### config.mk
export PLATFORM = sky130hd
export DESIGN_NAME = exu_wb_arbiter
export DESIGN_NICKNAME = d
export VERILOG_FILES = /design/src/rtl/exu_wb_arbiter.sv
export SDC_FILE = /design/constraint.sdc
export NUM_CORES = 1
export LEC_CHECK = 0
export ABC_AREA = 0
export ABC_CLOCK_PERIOD_IN_PS = 4800
export CAP_MARGIN = 30
export CORE_MARGIN = 5
export CORE_UTILIZATION = 58
export DETAILED_ROUTE_END_ITERATION = 12
export MAX_ROUTING_LAYER = met4
export PLACE_DENSITY = 0.82
export SETUP_SLACK_MARGIN = 0.5
export SYNTH_ARGS = -nofsm -noshare
export SYNTH_HDL_FRONTEND = slang
export SYNTH_SLANG_ARGS = --single-unit
### constraint.sdc
create_clock -name clk -period 4.8 [get_ports clk]
set_input_delay 0.48 -clock clk [delete_from_list [all_inputs] [get_ports clk]]
set_output_delay 0.48 -clock clk [all_outputs]
set_load 0.005 [all_outputs]
### src/rtl/exu_wb_arbiter.sv
// exu_wb_arbiter: per-unit result queues and a fixed-priority arbiter for the RF write port.
// Ports: clk/rst (sync, active-high); {alu,mul,div,lsu}_{vld,rd,tag,data} result inputs;
//   {mul,div,lsu}_inflight; exu_wb_{rd_wr_en,rd_addr,data,tag} registered write port;
//   exu_{mul,div,lsu}_busy, exu_lsu_stall issue stalls; wb_conflict_cnt; wb_overflow_err.
// Option: define EXU_WB_BYPASS_EN to let a result arriving on an empty queue win the same cycle.
module exu_wb_arbiter #(
  parameter int QDEPTH = 4,
  parameter int TAGW   = 8,
  parameter int XLEN   = 32
) (
  input  logic            clk,
  input  logic            rst,
  input  logic            alu_vld,
  input  logic [4:0]      alu_rd,
  input  logic [TAGW-1:0] alu_tag,
  input  logic [XLEN-1:0] alu_data,
  input  logic            mul_vld,
  input  logic [4:0]      mul_rd,
  input  logic [TAGW-1:0] mul_tag,
  input  logic [XLEN-1:0] mul_data,
  input  logic            div_vld,
  input  logic [4:0]      div_rd,
  input  logic [TAGW-1:0] div_tag,
  input  logic [XLEN-1:0] div_data,
  input  logic            lsu_vld,
  input  logic [4:0]      lsu_rd,
  input  logic [TAGW-1:0] lsu_tag,
  input  logic [XLEN-1:0] lsu_data,
  input  logic            mul_inflight,
  input  logic            div_inflight,
  input  logic            lsu_inflight,
  output logic            exu_wb_rd_wr_en,
  output logic [4:0]      exu_wb_rd_addr,
  output logic [XLEN-1:0] exu_wb_data,
  output logic [TAGW-1:0] exu_wb_tag,
  output logic            exu_mul_busy,
  output logic            exu_div_busy,
  output logic            exu_lsu_busy,
  output logic            exu_lsu_stall,
  output logic [31:0]     wb_conflict_cnt,
  output logic            wb_overflow_err
);
  localparam int PW = $clog2(QDEPTH) + 1;
  localparam int AW = PW - 1;
  localparam int EW = 5 + TAGW + XLEN;
  localparam int U_ALU = 0;
  localparam int U_MUL = 1;
  localparam int U_DIV = 2;
  localparam int U_LSU = 3;

  logic [3:0]    w_vld;
  logic [EW-1:0] w_in [4];

  // rd==0 results never reach a queue or the arbiter
  assign w_vld[U_ALU] = alu_vld & (alu_rd != 5'd0);
  assign w_vld[U_MUL] = mul_vld & (mul_rd != 5'd0);
  assign w_vld[U_DIV] = div_vld & (div_rd != 5'd0);
  assign w_vld[U_LSU] = lsu_vld & (lsu_rd != 5'd0);

  assign w_in[U_ALU] = {alu_rd, alu_tag, alu_data};
  assign w_in[U_MUL] = {mul_rd, mul_tag, mul_data};
  assign w_in[U_DIV] = {div_rd, div_tag, div_data};
  assign w_in[U_LSU] = {lsu_rd, lsu_tag, lsu_data};

  logic [EW-1:0] r_mem [4][QDEPTH];
  logic [PW-1:0] r_wp [4];
  logic [PW-1:0] r_rp [4];
  logic [PW-1:0] w_cnt [4];
  logic [EW-1:0] w_src [4];
  logic [3:0]    w_empty;
  logic [3:0]    w_full;
  logic [3:0]    w_cand;
  logic [3:0]    w_grant;
  logic [3:0]    w_deq;
  logic [3:0]    w_byp;
  logic [3:0]    w_enq;
  logic [EW-1:0] w_win;
  logic          w_multi;
  logic          w_ovf;

  logic            r_wr_en;
  logic [4:0]      r_rd;
  logic [TAGW-1:0] r_tag;
  logic [XLEN-1:0] r_data;
  logic [31:0]     r_cnt;
  logic            r_err;

  // empty queue presents the arriving result (only used when bypass is on)
  always_comb begin
    for (int u = 0; u < 4; u++) begin
      w_cnt[u]   = r_wp[u] - r_rp[u];
      w_empty[u] = (w_cnt[u] == '0);
      w_full[u]  = (w_cnt[u] == PW'(QDEPTH));
      w_src[u]   = w_empty[u] ? w_in[u]
                              : r_mem[u][r_rp[u][AW-1:0]];
    end
  end

`ifdef EXU_WB_BYPASS_EN
  assign w_cand = ~w_empty | w_vld;
`else
  assign w_cand = ~w_empty;
`endif

  always_comb begin
    w_grant = 4'b0000;
    priority case (1'b1)
      w_cand[U_LSU]: w_grant[U_LSU] = 1'b1;
      w_cand[U_DIV]: w_grant[U_DIV] = 1'b1;
      w_cand[U_MUL]: w_grant[U_MUL] = 1'b1;
      w_cand[U_ALU]: w_grant[U_ALU] = 1'b1;
      default: ;
    endcase
  end

  always_comb begin
    w_win = '0;
    for (int u = 0; u < 4; u++)
      if (w_grant[u]) w_win = w_src[u];
  end

  // a granted empty queue means the arrival was bypassed
  assign w_deq   = w_grant & ~w_empty;
  assign w_byp   = w_grant & w_empty;
  assign w_enq   = w_vld & ~w_full & ~w_byp;
  assign w_ovf   = |(w_vld & w_full);
  assign w_multi = |(w_cand & (w_cand - 4'd1));

  always_ff @(posedge clk) begin
    for (int u = 0; u < 4; u++)
      if (w_enq[u]) r_mem[u][r_wp[u][AW-1:0]] <= w_in[u];
  end

  always_ff @(posedge clk) begin
    if (rst) begin
      for (int u = 0; u < 4; u++) begin
        r_wp[u] <= '0;
        r_rp[u] <= '0;
      end
    end else begin
      for (int u = 0; u < 4; u++) begin
        if (w_enq[u]) r_wp[u] <= r_wp[u] + PW'(1);
        if (w_deq[u]) r_rp[u] <= r_rp[u] + PW'(1);
      end
    end
  end

  always_ff @(posedge clk) begin
    if (rst) begin
      r_wr_en <= 1'b0;
      r_rd    <= '0;
      r_tag   <= '0;
      r_data  <= '0;
      r_cnt   <= '0;
      r_err   <= 1'b0;
    end else begin
      r_wr_en <= |w_grant;
      if (|w_grant) {r_rd, r_tag, r_data} <= w_win;
      if (w_multi && (r_cnt != '1)) r_cnt <= r_cnt + 32'd1;
      if (w_ovf) r_err <= 1'b1;
    end
  end

  assign exu_wb_rd_wr_en = r_wr_en;
  assign exu_wb_rd_addr  = r_rd;
  assign exu_wb_data     = r_data;
  assign exu_wb_tag      = r_tag;
  assign wb_conflict_cnt = r_cnt;
  assign wb_overflow_err = r_err;

  // one slot of headroom for a result already in the MUL/LSU pipe
  assign exu_mul_busy  = mul_inflight
                       | (w_cnt[U_MUL] >= PW'(QDEPTH - 1));
  assign exu_div_busy  = div_inflight | ~w_empty[U_DIV];
  assign exu_lsu_busy  = lsu_inflight | ~w_empty[U_LSU];
  assign exu_lsu_stall = (w_cnt[U_LSU] >= PW'(QDEPTH - 1));
endmodule
### Yosys cells after proc, flatten, opt, wreduce, memory -nomap -nowiden

Memories as Yosys holds them, arrays and structs flattened.
Cells that the tools add are included.

| storage, ports and cells | value |
|---|---|
| flip-flop bits (word level) | 79 |
| bits in writable memories | 744 |
| input port bits | 189 |
| output and inout port bits | 83 |
| word-level logic and storage cells | 168 |
| memories kept | 3 |

| cells by class | value |
|---|---|
| add/sub/neg operators | 14 |
| magnitude comparators | 14 |
| equality and inequality tests | 5 |
| multiplexer cells | 76 |
| bitwise gates (word level) | 34 |
| reductions and logical operators | 16 |

Memories:

| name | depth | bits a word | rd ports | clocked after Yosys merged registers in | write ports | RTL line | RTL |
|---|---|---|---|---|---|---|---|
| r_mem | 4 | 180 | 4 | 0 | 4 | 65 | `logic [EW-1:0] r_mem [4][QDEPTH];` |
| r_rp | 4 | 3 | 4 | 0 | 4 | 67 | `logic [PW-1:0] r_rp [4];` |
| r_wp | 4 | 3 | 4 | 0 | 4 | 66 | `logic [PW-1:0] r_wp [4];` |

Operators by type and width:

| kind | count |
|---|---|
| 45-bit 2-to-1 mux | 20 |
| 180-bit 2-to-1 mux | 4 |
| 45-bit binary-select mux with 2-bit select | 4 |
| 45-bit demux with 2-bit select | 4 |
| 1-bit 2-to-1 mux | 36 |
| 32-bit by 1-bit adder with 32-bit output, second input constant | 1 |
| 32-bit != test, second input constant | 1 |
| 3-bit by 1-bit adder with 3-bit output, second input constant | 8 |
| 4-bit AND | 6 |
| 3-bit >= comparator, second input constant | 8 |
| 3-bit 2-to-1 mux | 8 |
| 2-bit NOT with 3-bit output | 8 |
| 5-bit nonzero test | 4 |
| 3-bit == test, second input constant | 4 |
| 3-bit zero test | 4 |
| 3-bit by 1-bit less-than comparator with 1-bit output, second input constant | 4 |
| 4-bit NOT | 3 |
| 4-bit OR reduction | 3 |
| 3-bit subtractor | 4 |
| 1-bit OR | 11 |
| 3-bit by 2-bit >= comparator with 1-bit output, second input constant | 2 |
| 1-bit logical AND | 5 |
| 1-bit AND | 4 |
| 4-bit by 1-bit subtractor with 4-bit output, second input constant | 1 |
| 1-bit NOT | 2 |

### Depth between registers and ports, before layout

Gate-level depths: netlist (run 1).

| depth | value |
|---|---|
| word-level depth | 14 |
| mapped depth | 12 |

### Least setup slack after synthesis (run 1)

No wires, ideal clock.

| timing | value |
|---|---|
| path type | register to register |
| from | memory r_rp[0][1] (netlist name) |
| to | memory r_mem[0][100] (netlist name), enable pin |
| setup time | 407 ps |
| arrival time | 3086 ps |
| required time | 4393 ps |
| setup slack | 1307 ps |
| cell stages (with the launch flop) | 9 |
| path buffers | 3 |
| clock period less this slack | 3493 ps |
| cells stage by stage | edfxtp_1 -> clkbuf_1 -> clkbuf_1 -> inv_1 -> ha_1 -> and2_1 -> clkbuf_1 -> a21oi_1 -> and2_1 |

RTL lines:

| what | RTL line |
|---|---|
| start: declaration | 67 |
| end: declaration | 65 |

==> results.cfg, run 1 <==
[sta]
slew_headroom_pct = 26.66
post-route-period-util_pct = 82.42
tightestPinTransition_ps = 1100
fin_tns_setup_ps = 0
fin_skew_ps = 28.72
max_freq_ghz = 0.2528
grt_setup_unrepaired = no
layout_min_cycle_time_ps = 3956
setup-violations-final = 0
holdWs_ps = 458.5
maxSlewViolCount = 0
hold_viol_final = 0
worst_slack_ps = 844.1

[synthesis]
syn_area_per_cell_um2 = 18.52
ys_types = 55
synthFlopType = edfxtp_1
synthesis.area_um2 = 32500
ys_ff_latch = 823
synth-adder-area-share_pct = 1.163
synth_compound_area_share_pct = 4.531
post_synth_xor_area_fraction_pct = 0.5197
muxShareOfSynthArea_pct = 12.89
ys_seq_area_share_pct = 73.60
async_flop_share_pct = 0
synthSimpleGateAreaFrac_pct = 5.663
synth_edf_count = 744
synth_warnings = 0
synth_cells = 1755
syn_nets = 1973
synth_top_family_by_area = multiplexers

[clock_tree]
ctsHtreeMaxLevel = 3
cts_tree = yes
cts_hold_buf = 0
cts_setup_buffers = 0
cts_resized = 0
insertion_delay_ps = 630
cts_root_buf = clkbuf_16
cts_made_buffers = 81
cts_buffer_depth = 3
cts.sinks = 823
path_clk_slew_ps = 60

[place]
numPortBuffers = 271
place_congestion = 0.8772
post-dp-hpwl_mm = 52.13
dp.cells = 2706
place_ws_ps = 1464

[grt]
grt_use_total_pct = 28.44
antenna_found_initial = 10
grt_overflow = 0
grt_max_degree = 83
grt_first_pass_wirelength_mm = 122.9
grt_pass1_vias = 19171

[routing]
wl_mm = 84.83
wire_per_inst_um = 29.52
drt_first_pass_iters = 6
vias = 18714
post_drt_via_cell_ratio = 6.511
final_antenna_net_count = 0
drt_iter0_drc = 2277
post-route-drc-count = 0

[final_layout]
final_cell_mix = edfxtp_1 (744), clkdlybuf4s50_1 (270), mux4_2 (180), clkbuf_16 (83), nor2_1 (82)
num-nets-final = 2262
final_cells = 2874
layout_commonest_cell = edfxtp_1
utilization_pct = 70.50
drive_gt1_share_pct = 18.89
syn_to_final_growth_pct = 19.96

[floorplanning]
num_rows = 86
die_x_um = 246.7
start_util_pct = 58.77
core_area_um2 = 55310
die_area_um2 = 60870
die_height_um = 246.7
ioPinCount = 272

[critical_path]
end_kind = output port
r2r_start = r_wp[1][0]
crit_fanout = 40
startpoint_type = flip-flop
critPathKind = flip-flop to output port
worstPathArrival_ps = 3480
crit_required_ps = 4320
r2r-end = r_mem[1][73]
r2r_setup_slack_ps = 1480
r2r_cells = 8

[hold_path]
whs_path_depth = 2
min_to = wb_conflict_cnt[7]
min_from = rst
worstHoldPathType = primary input to flip-flop

[power_and_ir_drop]
p_sw_uw = 7086
p_leak_uw = 0.01276
clkPwrFrac_pct = 29.2
irDropWorstVdd_uv = 418.3
p_int_uw = 15260
sw_frac_of_total_pct = 31.71
p_per_area_nw_per_um2 = 573.1
seq_power_share_pct = 42.7
combPwrFrac_pct = 28.1

[status]
status = completed

[flow_run]
drv_cap = 0
## critical path, cell delays in order (launching register included)
cell and delay, ps:
edfxtp_1 420, inv_1 110, ha_1 220, fa_1 430
xnor3_1 330, and3_4 330, buf_4 430, nand2b_1 100
clkdlybuf4s50_1 450
## how the worst max path moves through the flow
stage / startpoint / to / slack [ps] / cells after the start
2_1_floorplan: r_rp[0][1] / r_mem[0][100] / 1310 / 8
4_1_cts: r_wp[3][0] / exu_lsu_busy / 820 / 8
3_3_place_gp: alu_rd[2] / r_mem[0][118] / 1440 / 5
3_5_place_dp: alu_rd[2] / r_mem[0][27] / 1460 / 6
5_1_grt: r_wp[3][0] / exu_lsu_busy / 640 / 8
6_report: r_wp[3][0] / exu_lsu_busy / 840 / 8
## sequential cells by signal, summed over array words and instances, names as in the netlist
signal	cells
exu_wb_data	32
exu_wb_tag	8
r_rp	12
wb_overflow_err	1
exu_wb_rd_addr	5
exu_wb_rd_wr_en	1
wb_conflict_cnt	32
r_mem	720
r_wp	12
## synthesized netlist by cell type (3+ instances only)
| cell type | instances | share of area, % |
|---|---|---|
| clkbuf_1 | 74 | 0.85 |
| xnor2_1 | 12 | 0.32 |
| nor3b_1 | 3 | 0.069 |
| nand2b_1 | 3 | 0.058 |
| o21a_1 | 45 | 1.0 |
| dfxtp_1 | 79 | 4.9 |
| ha_1 | 27 | 1.0 |
| nor4_1 | 8 | 0.15 |
| nand3_1 | 13 | 0.20 |
| buf_1 | 15 | 0.17 |
| a21oi_1 | 66 | 1.0 |
| mux2_2 | 12 | 0.42 |
| nor3_1 | 56 | 0.86 |
| inv_1 | 20 | 0.23 |
| o21ai_0 | 59 | 0.91 |
| and2_1 | 20 | 0.38 |
| or4_1 | 16 | 0.37 |
| or2_2 | 5 | 0.096 |
| nand4_1 | 14 | 0.27 |
| nor2_1 | 84 | 0.97 |
| mux4_2 | 180 | 12 |
| buf_4 | 3 | 0.069 |
| buf_2 | 12 | 0.18 |
| o31ai_1 | 10 | 0.23 |
| a211oi_1 | 45 | 1.0 |
| edfxtp_1 | 744 | 69 |
| nand2_1 | 18 | 0.21 |
| and4_1 | 4 | 0.11 |
| and3_1 | 48 | 0.92 |
| nor2b_1 | 17 | 0.33 |
| buf_6 | 3 | 0.10 |
| or3_1 | 12 | 0.23 |
## area by class of cell
cell class,instances,area [µm²]
Multi-Input combinational cell,804,8109
Inverter,20,75.07
Sequential cell,823,23920
Clock inverter,50,581.8
Fill cell,3263,16320
Tap cell,748,935.9
Antenna cell,14,35.03
Timing Repair Buffer,314,3176
Clock buffer,101,2155
## power groups by stage
stage | combinational, µW | sequential (µW) | clock [µW]
finish | 6270 | 9540 | 6530
global route | 6560 | 9590 | 6910
CTS | 6180 | 9520 | 6570
detailed placement | 6080 | 9630 | 0
global placement | 5870 | 9550 | 0
floorplan | 3640 | 9450 | 0
## per-layer routing
layer	part of all wire [%]	up-vias	track usage (%)
met4	5.6	0	14.39
met5	0	-	-
met2	50	1268	45.29
met3	9.8	251	5.912
li1	-	7720	-
met1	34	9475	35.24
## stage by stage
| stage | power, µW | cell area (µm²) |
|---|---|---|
| floorplan | 13090 | 32500 |
| global placement | 15420 | 36010 |
| detailed placement | 15700 | 36140 |
| CTS | 22270 | 38870 |
| global route | 23060 | 38980 |
| finish | 22350 | 38990 |
## cell families after synthesis
group                    Yosys count
flip-flops                       823
AND/OR/NAND/NOR                  332
AO/OA/AOI/OAI                    235
multiplexers                     192
buffers and inverters            128
adder cells (fa/ha/maj)           29
XOR/XNOR                          16
(Power assumes the default switching activity.)
==> inputs of run 2 (changes only) <==
--- a/config.mk
+++ b/config.mk
@@ -6,7 +6,7 @@
 export NUM_CORES = 1
 export LEC_CHECK = 0
 export ABC_AREA = 0
-export ABC_CLOCK_PERIOD_IN_PS = 4800
+export ABC_CLOCK_PERIOD_IN_PS = 3700
 export CAP_MARGIN = 30
 export CORE_MARGIN = 5
 export CORE_UTILIZATION = 58
==> constraint.sdc (replaced) <==
create_clock -name clk -period 3.7 [get_ports clk]
set_input_delay 0.37 -clock clk [delete_from_list [all_inputs] [get_ports clk]]
set_output_delay 0.37 -clock clk [all_outputs]
set_load 0.005 [all_outputs]
==> results.cfg, run 2 (synthesis results as in run 1) <==
[floorplanning]
core_area_um2 = 55310
die_height_um = 246.7
num_rows = 86
ioPinCount = 272
start_util_pct = 58.77
die_x_um = 246.7
die_area_um2 = 60870

[hold_path]
min_from = rst
worstHoldPathType = primary input to flip-flop

[critical_path]
crit_required_ps = 3330
worst-path-buf-inv = 2
crit_fanout = 4
crit_chain = inv_1 > ha_1 > nor2b_1 > xnor2_1 > or3_1 > clkdlybuf4s50_1
cp_top_family = simple AND/OR/NAND/NOR gates
r2r-end = wb_conflict_cnt[23]
crit_slowest_cell = clkdlybuf4s50_1
startpoint_type = flip-flop
critical_path_depth = 6
r2r_cells = 10
end_kind = output port
crit_path_max_incr_delay_ps = 470
worstPathArrival_ps = 2710
r2r_start = r_wp[1][0]
r2r_setup_slack_ps = 650
cp-startpoint = r_wp[2][0]
endpoint = exu_div_busy
critPathKind = flip-flop to output port

[clock_tree]
cts_made_buffers = 80
insertion_delay_ps = 630
path_clk_slew_ps = 60
ctsHtreeMaxLevel = 3
cts.sinks = 823
cts_tree = yes
cts_buffer_depth = 3
cts_root_buf = clkbuf_16
cts_hold_buf = 0

[grt]
grt_first_pass_wirelength_mm = 117.4
grt_pass1_vias = 18519
grt_overflow = 0
grt_use_total_pct = 26.97
antenna_found_initial = 13
grt_max_degree = 69

[power_and_ir_drop]
sw_frac_of_total_pct = 30.67
p_per_area_nw_per_um2 = 730.5
total_power_uw = 28580
p_leak_uw = 0.01282
p_sw_uw = 8765
seq_power_share_pct = 43.1
combPwrFrac_pct = 28.1
irDropWorstVdd_uv = 698.3
p_int_uw = 19820
clkPwrFrac_pct = 28.8

[sta]
layout_min_cycle_time_ps = 3078
post-route-period-util_pct = 83.19
tightestPinTransition_ps = 801.9
holdWs_ps = 335.7
max_freq_ghz = 0.3249
grt_setup_unrepaired = no
slew_headroom_pct = 46.54
hold_viol_final = 0
fin_tns_setup_ps = 0
setup-violations-final = 0
fin_skew_ps = 14.91
maxSlewViolCount = 0

[final_layout]
multi_input_area_um2 = 8128
largest_reg_flops = 720
drive_gt1_share_pct = 19.60
num-nets-final = 2274
final_cell_mix = edfxtp_1 (744), clkdlybuf4s50_1 (268), mux4_2 (180), clkbuf_16 (86), nor2_1 (82)
syn_to_final_growth_pct = 20.38
nFillCells = 3360
layout_commonest_cell = edfxtp_1
regArea_um2 = 23920
utilization_pct = 70.74

[flow_run]
drv_cap = 0

[routing]
post_drt_via_cell_ratio = 6.314
wl_mm = 79.89
vias = 18203
final_antenna_net_count = 0
wire_per_inst_um = 27.71
drt_first_pass_iters = 5
drt_iter0_drc = 1864
post-route-drc-count = 0

[place]
numPortBuffers = 271
place_congestion = 0.8937
post-dp-hpwl_mm = 51.31

[status]
status = completed
==> run 2: through the flow <==
step	instances	cell area (µm²)	worst slack (ps)
final	2883	39130	622.1
after floorplan	1755	32510	585.8
after CTS	2864	38970	481.7
after global routing	2883	39130	504.9
after global placement	2709	36190	572.6
after detailed placement	2710	36220	447.0
==> run 2: worst min-delay path by stage <==
stage                                     end  slack (ps)  depth (start not counted)
after floorplan                   r_mem[0][0]         470                          0
after global placement    wb_conflict_cnt[17]         490                          2
after detailed placement  wb_conflict_cnt[17]         500                          2
after CTS                     wb_overflow_err         300                          2
after global routing            r_mem[1][123]         360                          1
final                         wb_overflow_err         340                          2
==> run 2: metal layers <==
layer  up-vias  global-route usage, %  wire (µm)
met4         0                  11.06       3657
li1       7734                      -          -
met2       980                  44.04      40920
met3       181                  6.193       6907
met1      9308                  33.14      28400
met5         -                      -          0
==> run 2: cell type report <==
| type | count | area share (%) |
|---|---|---|
| antenna | 13 | 0.08314 |
| multi-input combinational | 804 | 20.77 |
| timing repair buffer | 327 | 8.557 |
| clock inverter | 35 | 0.9497 |
| sequential | 823 | 61.14 |
| inverter | 20 | 0.1919 |
| tap | 748 | 2.392 |
| clock buffer | 113 | 5.913 |
==> run 2: worst reg2reg max path, cell delays in order (launching register included) <==
cell and delay (ps):
edfxtp_1 420, inv_1 130, ha_1 190, fa_2 430
nand2_1 150, or2_2 360, nor4_4 80, buf_12 180
or4_1 550, or3_1 320, a21oi_1 140
==> run 2: power groups by stage <==
stage	Clock (µW)	Combinational (µW)	Sequential, µW
CTS	8330	7930	12300
finish	8240	8030	12300
floorplan	0	4720	12200
global route	8760	8510	12400
global placement	0	7610	12400
detailed placement	0	7770	12500
==> run 2: repair_timing <==
action / 4_1_cts / 5_1_grt
pin swaps: 4 / 1
endpoints found under the setup margin: 13 / 93
setup buffers: 6 / 3
resized for setup: 7 / 7
